==> config.mk <==
export PLATFORM = sky130hd
export DESIGN_NAME = alu74181_arbiter_flat
export DESIGN_NICKNAME = d
export VERILOG_FILES = /design/src/rtl/alu74181_arbiter_if.sv /design/src/rtl/alu74181_arbiter.sv /design/src/flat_wrapper.sv
export SDC_FILE = /design/constraint.sdc
export NUM_CORES = 1
export LEC_CHECK = 0
export ABC_AREA = 1
export BUFFER_PORTS_ARGS = -buffer_cell sky130_fd_sc_hd__buf_2
export CORE_MARGIN = 4
export CORE_UTILIZATION = 50
export CTS_CLUSTER_DIAMETER = 40
export CTS_CLUSTER_SIZE = 10
export DETAILED_ROUTE_END_ITERATION = 16
export GPL_ROUTABILITY_DRIVEN = 0
export GPL_TIMING_DRIVEN = 1
export PLACE_DENSITY = 0.86
export SETUP_SLACK_MARGIN = 0.1
export SLEW_MARGIN = 20
export SYNTH_ARGS = -nofsm -noshare
export SYNTH_HDL_FRONTEND = slang
export SYNTH_SLANG_ARGS = --single-unit
==> constraint.sdc <==
create_clock -name clk -period 2.9 [get_ports clk]
set_input_delay 0.29 -clock clk [delete_from_list [all_inputs] [get_ports clk]]
set_output_delay 0.29 -clock clk [all_outputs]
set_load 0.005 [all_outputs]
==> src/rtl/alu74181_arbiter_if.sv <==
// rtl/alu74181_arbiter_if.sv - requester, response and shared-ALU signals of the 74181 arbiter
interface alu74181_arbiter_if;
   logic       req0_valid;
   logic       req0_ready;
   logic [3:0] req0_s;
   logic       req0_m;
   logic       req0_ci;
   logic [3:0] req0_a;
   logic [3:0] req0_b;
   logic       req1_valid;
   logic       req1_ready;
   logic [3:0] req1_s;
   logic       req1_m;
   logic       req1_ci;
   logic [3:0] req1_a;
   logic [3:0] req1_b;
   logic       rsp0_valid;
   logic       rsp0_ready;
   logic       rsp1_valid;
   logic       rsp1_ready;
   logic [3:0] rsp_y;
   logic [3:0] alu_s;
   logic       alu_m;
   logic       alu_ci;
   logic [3:0] alu_a;
   logic [3:0] alu_b;
   logic [3:0] alu_y;

   modport slave (
      input  req0_valid, req0_s, req0_m, req0_ci, req0_a, req0_b,
      input  req1_valid, req1_s, req1_m, req1_ci, req1_a, req1_b,
      input  rsp0_ready, rsp1_ready, alu_y,
      output req0_ready, req1_ready, rsp0_valid, rsp1_valid, rsp_y,
      output alu_s, alu_m, alu_ci, alu_a, alu_b
   );

   modport master (
      output req0_valid, req0_s, req0_m, req0_ci, req0_a, req0_b,
      output req1_valid, req1_s, req1_m, req1_ci, req1_a, req1_b,
      output rsp0_ready, rsp1_ready, alu_y,
      input  req0_ready, req1_ready, rsp0_valid, rsp1_valid, rsp_y,
      input  alu_s, alu_m, alu_ci, alu_a, alu_b
   );
endinterface

==> src/rtl/alu74181_arbiter.sv <==
// rtl/alu74181_arbiter.sv - round-robin sequencer sharing one external 74181 slice between two requesters
module alu74181_arbiter #(
   parameter int SETTLE_CYCLES = 1
) (
   input  logic               clk,
   input  logic               reset,
   alu74181_arbiter_if.slave  bus,
   output logic               busy,
   output logic [15:0]        ops_done
);
   typedef enum logic [1:0] {IDLE, EXEC, RESP} state_t;

   localparam logic [3:0] SETTLE_LOAD = 4'(SETTLE_CYCLES - 1);

   state_t      state;
   state_t      state_next;
   logic        owner;
   logic        last_grant;
   logic [3:0]  settle_cnt;
   logic [15:0] done_count;
   logic        grant0;
   logic        grant1;
   logic        rsp_take;

   // A tie goes to whichever requester was not served last.
   always_comb begin
      grant0 = 1'b0;
      grant1 = 1'b0;
      if (reset && state == IDLE) begin
         if (bus.req0_valid && bus.req1_valid) begin
            grant0 = last_grant;
            grant1 = ~last_grant;
         end else begin
            grant0 = bus.req0_valid;
            grant1 = bus.req1_valid;
         end
      end
   end

   assign bus.req0_ready = grant0;
   assign bus.req1_ready = grant1;
   assign rsp_take       = owner ? bus.rsp1_ready : bus.rsp0_ready;
   assign busy           = (state != IDLE);
   assign ops_done       = done_count;

   always_ff @(posedge clk) begin
      if (!reset) begin
         state <= IDLE;
      end else begin
         state <= state_next;
      end
   end

   always_comb begin
      state_next = state;
      case (state)
         IDLE: if (grant0 || grant1) state_next = EXEC;
         EXEC: if (settle_cnt == 4'd0) state_next = RESP;
         RESP: if (rsp_take) state_next = IDLE;
         default: state_next = IDLE;
      endcase
   end

   always_ff @(posedge clk) begin
      if (!reset) begin
         bus.alu_s      <= 4'd0;
         bus.alu_m      <= 1'b0;
         bus.alu_ci     <= 1'b0;
         bus.alu_a      <= 4'd0;
         bus.alu_b      <= 4'd0;
         bus.rsp_y      <= 4'd0;
         bus.rsp0_valid <= 1'b0;
         bus.rsp1_valid <= 1'b0;
         owner          <= 1'b0;
         last_grant     <= 1'b1;
         settle_cnt     <= 4'd0;
         done_count     <= 16'd0;
      end else begin
         case (state)
            IDLE: begin
               if (grant0 || grant1) begin
                  bus.alu_s  <= grant1 ? bus.req1_s  : bus.req0_s;
                  bus.alu_m  <= grant1 ? bus.req1_m  : bus.req0_m;
                  bus.alu_ci <= grant1 ? bus.req1_ci : bus.req0_ci;
                  bus.alu_a  <= grant1 ? bus.req1_a  : bus.req0_a;
                  bus.alu_b  <= grant1 ? bus.req1_b  : bus.req0_b;
                  owner      <= grant1;
                  last_grant <= grant1;
                  settle_cnt <= SETTLE_LOAD;
               end
            end
            EXEC: begin
               if (settle_cnt == 4'd0) begin
                  bus.rsp_y      <= bus.alu_y;
                  bus.rsp0_valid <= ~owner;
                  bus.rsp1_valid <= owner;
               end else begin
                  settle_cnt <= settle_cnt - 4'd1;
               end
            end
            RESP: begin
               // Only the owner's ready completes the operation.
               if (rsp_take) begin
                  bus.rsp0_valid <= 1'b0;
                  bus.rsp1_valid <= 1'b0;
                  done_count     <= done_count + 16'd1;
               end
            end
            default: ;
         endcase
      end
   end
endmodule

==> src/flat_wrapper.sv <==
// flat-port wrapper written by rule: the top's interface ports become plain ports
module alu74181_arbiter_flat 
#(
   parameter int SETTLE_CYCLES = 1
)
  (clk, reset, busy, ops_done, bus_req0_valid, bus_req0_s, bus_req0_m, bus_req0_ci, bus_req0_a, bus_req0_b, bus_req1_valid, bus_req1_s, bus_req1_m, bus_req1_ci, bus_req1_a, bus_req1_b, bus_rsp0_ready, bus_rsp1_ready, bus_alu_y, bus_req0_ready, bus_req1_ready, bus_rsp0_valid, bus_rsp1_valid, bus_rsp_y, bus_alu_s, bus_alu_m, bus_alu_ci, bus_alu_a, bus_alu_b);
  alu74181_arbiter_if bus_i ();
  input  logic clk;
  input  logic reset;
  output logic busy;
  output logic [15:0] ops_done;
  input wire logic [$bits(bus_i.req0_valid)-1:0] bus_req0_valid;
  input wire logic [$bits(bus_i.req0_s)-1:0] bus_req0_s;
  input wire logic [$bits(bus_i.req0_m)-1:0] bus_req0_m;
  input wire logic [$bits(bus_i.req0_ci)-1:0] bus_req0_ci;
  input wire logic [$bits(bus_i.req0_a)-1:0] bus_req0_a;
  input wire logic [$bits(bus_i.req0_b)-1:0] bus_req0_b;
  input wire logic [$bits(bus_i.req1_valid)-1:0] bus_req1_valid;
  input wire logic [$bits(bus_i.req1_s)-1:0] bus_req1_s;
  input wire logic [$bits(bus_i.req1_m)-1:0] bus_req1_m;
  input wire logic [$bits(bus_i.req1_ci)-1:0] bus_req1_ci;
  input wire logic [$bits(bus_i.req1_a)-1:0] bus_req1_a;
  input wire logic [$bits(bus_i.req1_b)-1:0] bus_req1_b;
  input wire logic [$bits(bus_i.rsp0_ready)-1:0] bus_rsp0_ready;
  input wire logic [$bits(bus_i.rsp1_ready)-1:0] bus_rsp1_ready;
  input wire logic [$bits(bus_i.alu_y)-1:0] bus_alu_y;
  output wire logic [$bits(bus_i.req0_ready)-1:0] bus_req0_ready;
  output wire logic [$bits(bus_i.req1_ready)-1:0] bus_req1_ready;
  output wire logic [$bits(bus_i.rsp0_valid)-1:0] bus_rsp0_valid;
  output wire logic [$bits(bus_i.rsp1_valid)-1:0] bus_rsp1_valid;
  output wire logic [$bits(bus_i.rsp_y)-1:0] bus_rsp_y;
  output wire logic [$bits(bus_i.alu_s)-1:0] bus_alu_s;
  output wire logic [$bits(bus_i.alu_m)-1:0] bus_alu_m;
  output wire logic [$bits(bus_i.alu_ci)-1:0] bus_alu_ci;
  output wire logic [$bits(bus_i.alu_a)-1:0] bus_alu_a;
  output wire logic [$bits(bus_i.alu_b)-1:0] bus_alu_b;
  assign bus_i.req0_valid = bus_req0_valid;
  assign bus_i.req0_s = bus_req0_s;
  assign bus_i.req0_m = bus_req0_m;
  assign bus_i.req0_ci = bus_req0_ci;
  assign bus_i.req0_a = bus_req0_a;
  assign bus_i.req0_b = bus_req0_b;
  assign bus_i.req1_valid = bus_req1_valid;
  assign bus_i.req1_s = bus_req1_s;
  assign bus_i.req1_m = bus_req1_m;
  assign bus_i.req1_ci = bus_req1_ci;
  assign bus_i.req1_a = bus_req1_a;
  assign bus_i.req1_b = bus_req1_b;
  assign bus_i.rsp0_ready = bus_rsp0_ready;
  assign bus_i.rsp1_ready = bus_rsp1_ready;
  assign bus_i.alu_y = bus_alu_y;
  assign bus_req0_ready = bus_i.req0_ready;
  assign bus_req1_ready = bus_i.req1_ready;
  assign bus_rsp0_valid = bus_i.rsp0_valid;
  assign bus_rsp1_valid = bus_i.rsp1_valid;
  assign bus_rsp_y = bus_i.rsp_y;
  assign bus_alu_s = bus_i.alu_s;
  assign bus_alu_m = bus_i.alu_m;
  assign bus_alu_ci = bus_i.alu_ci;
  assign bus_alu_a = bus_i.alu_a;
  assign bus_alu_b = bus_i.alu_b;
  alu74181_arbiter #(.SETTLE_CYCLES(SETTLE_CYCLES)) u_core (.clk(clk), .reset(reset), .bus(bus_i), .busy(busy), .ops_done(ops_done));
endmodule
==> results.py <==
metrics = {
    "floorplan": {
        "fp.dieW_um": 75.41,
        "num_io_pins": 77,
        "die-area_um2": 5687,
        "fp-row-count": 24,
        "start_util": 0.5183,
        "core_area_um2": 4384,
        "die_height_um": 75.41,
    },
    "clock_tree": {
        "clockRootBuffer": "clkbuf_8",
        "insertion_delay_ps": 300,
        "clk_pin_slew_ps": 80,
        "htreeDepth": 2,
        "post_cts_buffers": 0,
        "tritoncts": "built",
        "clkSinkCount": 44,
        "cts_resized": 0,
        "cts_buffers": 5,
        "cts_hold_buf": 0,
        "cts_buffer_depth": 2,
    },
    "global_routing": {
        "grt_pass1_vias": 2077,
        "gr-total-overflow": 0,
        "antenna_found_initial": 0,
        "track_usage": 0.1919,
        "grt_pass1_wl_um": 8542,
        "grt_max_degree": 39,
    },
    "worst_setup_path": {
        "crit_path_start": "u_core.state[0]",
        "critPathLaunchType": "flop",
        "crit_path_end_kind": "output port",
        "cp_data_required_time_ps": 2610,
        "ff2ff_path_depth": 10,
        "r2r-end": "u_core.state[0]",
        "criticalPathCategory": "reg2out",
        "path_max_fanout": 16,
        "timing.rr.start": "u_core.state[0]",
        "reg2reg_slack_ps": 1100,
        "arrival_ps": 1900,
    },
    "detailed_routing": {
        "avgViaCountPerCell": 4.930,
        "remaining_drc_errors": 0,
        "firstDrtPassIters": 5,
        "drt_iter0_markers": 99,
        "wl_per_cell_um": 11.40,
        "wirelength_um": 5187,
        "vias": 2243,
        "ant_nets": 0,
    },
    "yosys": {
        "ys_async_sr_fraction": 0,
        "synthAdderAreaFrac": 0.03855,
        "avgSynthCellArea_um2": 6.949,
        "synthMuxAreaShare": 0,
        "synth-simple-area-share": 0.3651,
        "synth_xor_area_frac": 0.007709,
        "yosys-top-cells-count": "nand2_1, inv_1, dfxtp_1",
        "yosys_most_used_dff": "dfxtp_1",
        "synth_edf_count": 0,
        "yosys_warnings": 0,
        "synth_area_um2": 2272,
        "yosysUniqueCellTypes": 33,
        "synth-seq-cells": 44,
        "synthTopCellsByArea": "dfxtp_1, nand2_1, nand3_1",
        "synth_top_family_by_area": "simple AND/OR/NAND/NOR gates",
        "yosys.area.top_type": "dfxtp_1",
        "seq_area_frac_synth": 0.3877,
        "synth.most_common_cell": "nand2_1",
        "synthesis.nets": 372,
        "synthCells": 327,
        "synth_compound_area_frac": 0.08756,
        "yosysTopAreaCellShare": 0.3877,
    },
    "timing": {
        "hold_viol_final": 0,
        "tightestPinTransition_ps": 372.6,
        "finalSetupViolCount": 0,
        "final_max_slew_viol_count": 0,
        "slew_headroom": 0.7516,
        "min_period_over_period": 0.7547,
        "rsz0062_at_grt": "no",
        "clock_skew_ps": 5.190,
        "fmax_ghz": 0.4569,
        "layout_min_cycle_time_ps": 2189,
        "fin_tns_setup_ps": 0,
    },
    "hold_path": {
        "hp-class": "in2reg",
        "hold_depth": 3,
        "whs_endpoint": "u_core.bus.rsp_y[2]",
        "min-delay-start": "bus_alu_y[2]",
    },
    "power": {
        "ir_drop_mv": 0.3739,
        "leakage_nw": 1.489,
        "power.total_w": 0.001764,
        "powerDensity_nw_per_um2": 639.2,
    },
    "outcome": {
        "status": "finished, final reports clean",
    },
    "final_layout": {
        "nets": 448,
        "postLayoutCoreUtil": 0.6296,
        "area_growth_pct": 21.48,
        "drive_above_1_share": 0.2605,
        "diodes": 0,
    },
    "placed_design": {
        "hpwlAfterDp_um": 3894,
        "portBuffers": 76,
    },
    "run": {
        "max_cap_viol_count": 0,
    },
}
## state kept, by name (all words and copies together), names as in the netlist, 2 cells and up
| signal | cells |
|---|---|
| u_core.bus.alu_a | 4 |
| u_core.settle_cnt | 4 |
| u_core.bus.rsp_y | 4 |
| u_core.bus.alu_b | 4 |
| u_core.ops_done | 16 |
| u_core.state | 2 |
| u_core.bus.alu_s | 4 |
## kinds of logic after synthesis
logic type / after synthesis
compound gates: 38
xor+xnor: 2
fa+ha+maj: 7
buf+inv: 65
flops: 44
simple gates: 171
## final cells by class
cell class | count | area (µm²)
Clock buffer | 6 | 72.57
Sequential cell | 44 | 880.8
Inverter | 57 | 215.2
Fill cell | 412 | 1624
Multi-Input combinational cell | 218 | 1134
Clock inverter | 1 | 5.005
Timing Repair Buffer | 77 | 387.9
Tap cell | 52 | 65.06
## placed cells by master, fill, tap and decap left out, drive strengths merged
cell type | synthesis | final
ha | 7 | 7
nand2 | 84 | 84
xnor2 | 1 | 1
o21bai | 1 | 1
nand4 | 6 | 6
a21oi | 19 | 19
and3 | 1 | 1
o211ai | 1 | 1
dfxtp | 44 | 44
clkbuf | 4 | 6
buf | 4 | 77
o31ai | 1 | 1
nand3 | 49 | 49
clkinv | 2 | 3
a31oi | 1 | 1
inv | 55 | 55
o21ai | 15 | 15
nor2 | 29 | 29
xor2 | 1 | 1
nor3 | 2 | 2
## where the power goes
group	total (W)	leakage [nW]	switching (W)	internal, W
Sequential	0.000762	0.358	0.0000562	0.000706
Clock	0.000367	0.0410	0.000202	0.000164
Combinational	0.000636	1.09	0.000386	0.000250
## through the flow
| step | instance area (µm²) | hold slack [ps] | cells | worst slack, ps |
|---|---|---|---|---|
| after floorplan | 2272 | 439.8 | 327 | 1447 |
| after detailed placement | 2683 | 436.6 | 448 | 1014 |
| final | 2760 | 278.2 | 455 | 711.3 |
| after global placement | 2683 | 428.2 | 448 | 1117 |
| after CTS | 2760 | 271.7 | 455 | 689.0 |
| after global routing | 2760 | 277.6 | 455 | 552.0 |
## per-layer routing
layer | track usage | vias up | share of wire | wire (µm)
met5 | 0 | - | 0 | 0
met4 | 0.07573 | 0 | 0.021 | 110
met3 | 0.05277 | 12 | 0.082 | 427
met2 | 0.3432 | 83 | 0.48 | 2486
met1 | 0.2147 | 965 | 0.42 | 2163
li1 | - | 1183 | - | -
## worst max-delay path, cell delays in order, from the launching register on
cell and delay [ps]:
dfxtp_1 370, inv_1 90, ha_1 240, nand2_1 110
nor2_2 60, nand2_2 250, clkinv_2 280, buf_2 200
## worst max-delay path by stage
stage	to	cells after the start
3_5_place_dp	bus_req0_ready	7
4_1_cts	bus_req0_ready	7
3_3_place_gp	bus_req0_ready	7
5_1_grt	bus_req0_ready	7
2_1_floorplan	u_core.bus.alu_a[0]	10
6_report	bus_req0_ready	7
Note: power is estimated with default switching activity, not from simulation.
